===== config.mk =====
export PLATFORM = sky130hd
export DESIGN_NAME = pc_sequencer
export DESIGN_NICKNAME = d
export VERILOG_FILES = /design/src/rtl/pc_sequencer_pkg.sv /design/src/rtl/pc_sequencer_cond_eval.sv /design/src/rtl/pc_sequencer.sv
export SDC_FILE = /design/constraint.sdc
export NUM_CORES = 1
export LEC_CHECK = 0
export ABC_AREA = 1
export CORE_MARGIN = 2
export CORE_UTILIZATION = 37
export CTS_CLUSTER_DIAMETER = 150
export CTS_CLUSTER_SIZE = 10
export DETAILED_ROUTE_END_ITERATION = 10
export PLACE_DENSITY = 0.76
export SYNTH_ARGS = -nofsm -noshare
export SYNTH_HDL_FRONTEND = slang
export SYNTH_SLANG_ARGS = --single-unit

===== constraint.sdc =====
create_clock -name clk -period 1.6 [get_ports clk]
set_clock_uncertainty 0.05 [all_clocks]
set_input_delay 0.32 -clock clk [delete_from_list [all_inputs] [get_ports clk]]
set_output_delay 0.32 -clock clk [all_outputs]
set_load 0.02 [all_outputs]

===== src/rtl/pc_sequencer_pkg.sv =====
// Shared types for the program-counter sequencer: FSM states, instruction classes and condition codes.
// Latency: n/a (types and helpers only).
// Backpressure: n/a.
package pc_seq_pkg;

    typedef enum logic [1:0] {
        IDLE  = 2'd0,
        FETCH = 2'd1,
        WAIT  = 2'd2,
        ISSUE = 2'd3
    } state_t;

    // Instruction class lives in instr[7:6].
    typedef enum logic [1:0] {
        CLS_IMM  = 2'b00,
        CLS_CALC = 2'b01,
        CLS_COPY = 2'b10,
        CLS_COND = 2'b11
    } cls_t;

    // Condition codes live in instr[2:0]; bit 2 inverts the sense of bits 1:0.
    typedef enum logic [2:0] {
        CC_NEVER  = 3'd0,
        CC_EQ     = 3'd1,
        CC_LT     = 3'd2,
        CC_LE     = 3'd3,
        CC_ALWAYS = 3'd4,
        CC_NE     = 3'd5,
        CC_GE     = 3'd6,
        CC_GT     = 3'd7
    } cond_t;

    function automatic cls_t instr_class(input logic [7:0] instr);
        return cls_t'(instr[7:6]);
    endfunction

endpackage


===== src/rtl/pc_sequencer_cond_eval.sv =====
// Evaluates a 3-bit branch condition against an 8-bit signed operand.
// Latency: purely combinational, 0 cycles.
// Backpressure: none.
// Ports: operand (reg3 value), code (condition code) -> taken.
module cond_eval
    import pc_seq_pkg::*;
(
    input  logic [7:0] operand,
    input  logic [2:0] code,
    output logic       taken
);

    logic zero;
    logic neg;

    assign zero  = (operand == 8'h00);
    assign neg   = operand[7];
    // Bits 1:0 select EQ/LT (both = LE); bit 2 inverts, giving NEVER/ALWAYS/NE/GE/GT.
    assign taken = ((code[0] & zero) | (code[1] & neg)) ^ code[2];

endmodule


===== src/rtl/pc_sequencer.sv =====
// Fetch/issue sequencer: fetches one instruction per PC over req/gnt, issues it on valid/ready,
// and advances or branches the PC. Latency: 2 cycles per instruction minimum (FETCH+ISSUE).
// Backpressure: issue_vld holds with stable issue_instr until issue_rdy; no fetch while issuing.
// Optional feature: define PC_BRANCH_CNT_EN to add the saturating taken_cnt output.
// Ports: clk/rst (async active-low), run; fetch_req/fetch_addr/fetch_gnt/instr_in/instr_vld;
//        reg0 (jump target), reg3 (condition operand); issue_instr/issue_vld/issue_rdy;
//        pc, branch_taken [, taken_cnt].
module pc_sequencer
    import pc_seq_pkg::*;
#(
    parameter int PC_W     = 8,
    parameter int RESET_PC = 0,
    parameter int CNT_W    = 16
) (
    input  logic            clk,
    input  logic            rst,
    input  logic            run,
    output logic            fetch_req,
    output logic [PC_W-1:0] fetch_addr,
    input  logic            fetch_gnt,
    input  logic [7:0]      instr_in,
    input  logic            instr_vld,
    input  logic [7:0]      reg0,
    input  logic [7:0]      reg3,
    output logic [7:0]      issue_instr,
    output logic            issue_vld,
    input  logic            issue_rdy,
    output logic [PC_W-1:0] pc,
    output logic            branch_taken
`ifdef PC_BRANCH_CNT_EN
    ,
    output logic [CNT_W-1:0] taken_cnt
`endif
);

    if (PC_W < 1 || CNT_W < 1) begin : g_param_check
        $error("pc_sequencer: PC_W and CNT_W must be at least 1");
    end

    state_t          state, state_nxt;
    logic [PC_W-1:0] pc_nxt;
    logic [7:0]      instr_q;
    logic            latch;
    logic            accept;
    logic            cond_true;
    logic            is_cond;
    logic            take_branch;
    logic [PC_W-1:0] jump_tgt;

    cond_eval u_cond_eval (
        .operand (reg3),
        .code    (instr_q[2:0]),
        .taken   (cond_true)
    );

    assign is_cond     = (instr_class(instr_q) == CLS_COND);
    assign take_branch = accept & is_cond & cond_true;
    assign jump_tgt    = PC_W'(reg0);

    assign fetch_addr  = pc;
    assign issue_instr = instr_q;

    always_comb begin
        state_nxt = state;
        fetch_req = 1'b0;
        issue_vld = 1'b0;
        latch     = 1'b0;
        accept    = 1'b0;
        case (state)
            IDLE: begin
                if (run) begin
                    state_nxt = FETCH;
                end
            end
            FETCH: begin
                fetch_req = 1'b1;
                if (fetch_gnt) begin
                    if (instr_vld) begin
                        latch     = 1'b1;
                        state_nxt = ISSUE;
                    end else begin
                        state_nxt = WAIT;
                    end
                end
            end
            WAIT: begin
                if (instr_vld) begin
                    latch     = 1'b1;
                    state_nxt = ISSUE;
                end
            end
            ISSUE: begin
                issue_vld = 1'b1;
                if (issue_rdy) begin
                    accept    = 1'b1;
                    // run only gates new fetches; the accepted instruction always completes.
                    state_nxt = run ? FETCH : IDLE;
                end
            end
            default: state_nxt = IDLE;
        endcase
    end

    always_comb begin
        pc_nxt = pc;
        if (accept) begin
            pc_nxt = take_branch ? jump_tgt : pc + PC_W'(1);
        end
    end

    always_ff @(posedge clk or negedge rst) begin
        if (!rst) begin
            state        <= IDLE;
            pc           <= PC_W'(RESET_PC);
            instr_q      <= 8'h00;
            branch_taken <= 1'b0;
        end else begin
            state        <= state_nxt;
            pc           <= pc_nxt;
            branch_taken <= take_branch;
            if (latch) begin
                instr_q <= instr_in;
            end
        end
    end

`ifdef PC_BRANCH_CNT_EN
    always_ff @(posedge clk or negedge rst) begin
        if (!rst) begin
            taken_cnt <= '0;
        end else if (take_branch && (taken_cnt != {CNT_W{1'b1}})) begin
            taken_cnt <= taken_cnt + CNT_W'(1);
        end
    end
`endif

endmodule


==> reports/qor.yml <==
critical_path:
  end_kind: "flip-flop"
  r2r_cells: 7
  max_stage_delay_ns: 0.40
  cp_slowest_cell: "dfrtp_1"
  startpoint_type: "flip-flop"
  cp-startpoint: "state[1]$_DFFE_PN0P_"
  crit_fanout: 5
  cp.required_ns: 1.74
  path_cells: "buf_4 -> ha_2 -> inv_2 -> nand2_1 -> nand3_2 -> buf_6 -> mux2_2"
  crit_path_end: "issue_instr[7]$_DFFE_PN0P_"
  cp.arrival_ns: 1.69
  rr_startpoint: "state[1]$_DFFE_PN0P_"
  r2r_end: "issue_instr[7]$_DFFE_PN0P_"
  rrSetupSlack_ns: 0.06
  critPathKind: "flip-flop to flip-flop"
die:
  die_area_um2: 3730
  num_rows: 20
  ios: 57
  core_area_um2: 3080
  die_x_um: 61.1
  die_y_um: 61.1
  start_util: 0.392
synthesis:
  synth_warnings: 0
  synth_area_um2: 1210
  synthCells: 142
  yosys.cell_types.count: 21
  yosys_register_bits: 19
  yosysSeqAreaShare: 0.394
  syn_area_per_cell_um2: 8.49
  synth_fp_nets: 177
routing:
  postRouteAntennaNets: 0
  drt_wl_total_mm: 3.00
  viasPerCell: 4.83
  drc_errors: 0
  dr.pass1.iters: 4
  drt_iter0_markers: 21
  wl_per_cell_um: 12.3
  vias: 1183
job:
  drv_cap: 0
timing:
  tightestPinTransition_ns: 0.251
  finalSetupViolCount: 0
  whs_ns: 0.293
  finalCritPeriodShare: 0.965
  finalCriticalPeriod_ns: 1.54
  setup_tns_ns: 0
  slew-limit-headroom: 0.833
  setup_ws_ns: 0.0566
  finalHoldViolations: 0
  max_freq_mhz: 648
  drv_slew: 0
pwr:
  p_switching_mw: 1.45
  cellLeakagePower_nw: 0.963
  power.internal_mw: 1.60
  swShare: 0.477
  power_density_nw_per_um2: 1660
  clkPwrFrac: 0.083
  finalPower_mw: 3.05
  power_frac_comb: 0.615
  p_seq_frac: 0.302
  vdd_ir_drop_max_uv: 865
placement:
  hpwl_mm: 2.28
  gp_congestion: 0.823
  port_buffers: 56
  place_ws_ns: -0.206
final_layout:
  final_util: 0.598
  area_delta_synth_final_pct: 52.6
  layout-drive-gt1-share: 0.174
  nNetsFinal: 237
  layout_common_cells: "nand2_1 (34), clkdlybuf4s50_1 (29), dlygate4sd2_1 (25), inv_1 (18), dfrtp_1 (18)"
  final_common_cell: "nand2_1"
  diodes: 0
clock_network:
  root_buffer: "clkbuf_4"
  clock-sinks: 19
  clk_pin_slew_ns: 0.12
  numCtsBuffers: 3
  clk_latency_ns: 0.31
  htreeDepth: 1
  clockBufferDepth: 2
  cts_tree: "done"
run_status:
  outcome: "finished clean"
global_route:
  grt_usage: 0.165
  grt_pass1_wl_mm: 4.64
  grt_pass1_vias: 1134
  grt_max_degree: 20
  gr-total-overflow: 0
  antenna_found_initial: 0
worst_hold_path:
  hold_class: "input port to asynchronous set/reset pin"
-- state kept, by name, indices dropped and copies added (netlist names) --
signal	cells
fetch_addr	8
issue_instr	8
state	2
branch_taken	1
-- cells by family after synthesis --
| kind of cell | synth area share |
|---|---|
| AO/OA/AOI/OAI | 0.0301 |
| XOR/XNOR | 0.0436 |
| buffers and inverters | 0.112 |
| flip-flops | 0.394 |
| adder cells (fa/ha/maj) | 0.0519 |
| AND/OR/NAND/NOR | 0.303 |
| multiplexers | 0.0654 |
-- critical path: cells and delay by family (launching register included) --
kind,cells,cell delay (ns)
flip-flops,1,0.40
AND/OR/NAND/NOR,2,0.16
adder cells (fa/ha/maj),1,0.18
multiplexers,1,0.32
buffers and inverters,3,0.33
-- cell type report --
| class | instances | area [um2] |
|---|---|---|
| tap | 44 | 55.1 |
| clock inverter | 1 | 5.00 |
| inverter | 20 | 75.1 |
| clock buffer | 3 | 22.5 |
| fill | 292 | 1240 |
| multi-input combinational | 96 | 638 |
| timing repair buffer | 62 | 568 |
| sequential | 19 | 477 |
-- through the flow --
| stage | std cells | area [um2] |
|---|---|---|
| after floorplan | 142 | 1210 |
| after global placement | 239 | 1800 |
| after detailed placement | 239 | 1800 |
| after CTS | 243 | 1790 |
| after global routing | 245 | 1840 |
| final | 245 | 1840 |
-- power groups by stage --
stage	Sequential, mW	Combinational, mW	Clock (mW)
2_1_floorplan	1.14	1.01	0
3_3_place_gp	0.913	1.96	0
3_5_place_dp	0.933	2.01	0
4_1_cts	0.915	1.79	0.265
5_1_grt	0.961	2.05	0.287
6_report	0.921	1.88	0.254
-- synthesized netlist by cell type (all sizes together) --
cell,instances,area [um2]
a21oi,2,10.0
a41oi,1,8.76
buf,8,60.1
dfrtp,19,475
ha,5,62.6
inv,20,75.1
mux2,7,78.8
nand2,38,158
nand3,13,90.1
nand4,8,50.1
nor2,10,53.8
nor3b,1,7.51
o21ai,1,5.00
o22ai,2,12.5
or2,1,6.26
xnor2,2,17.5
xor2,4,35.0
-- metal layers --
layer  up-vias  global-route usage  part of all wire
li1        572                   -                 -
met1       553               0.193              0.39
met2        54               0.280              0.51
met3         4              0.0462             0.084
met4         0              0.0776             0.014
met5         -                   0                 0
-- worst min-delay path by stage --
stage	startpoint	to	slack, ns	cells past startpoint
2_1_floorplan	rst	branch_taken$_DFF_PN0_	-0.03	0
3_3_place_gp	issue_instr[3]$_DFFE_PN0P_	issue_instr[3]$_DFFE_PN0P_	0.44	1
3_5_place_dp	issue_instr[4]$_DFFE_PN0P_	issue_instr[4]$_DFFE_PN0P_	0.45	1
4_1_cts	rst	issue_instr[4]$_DFFE_PN0P_	0.29	2
5_1_grt	rst	issue_instr[4]$_DFFE_PN0P_	0.29	2
6_report	rst	issue_instr[4]$_DFFE_PN0P_	0.29	2
-- what timing repair did --
| action | 4_1_cts | 5_1_grt |
|---|---|---|
| gates cloned | 0 | 2 |
| pin swaps | 0 | 3 |
| hold buffers | 0 | 0 |
| setup buffers | 0 | 0 |
| resized for setup | 33 | 11 |
| setup endpoints to repair | 27 | 16 |
Note: power is estimated with default switching activity, not from simulation.
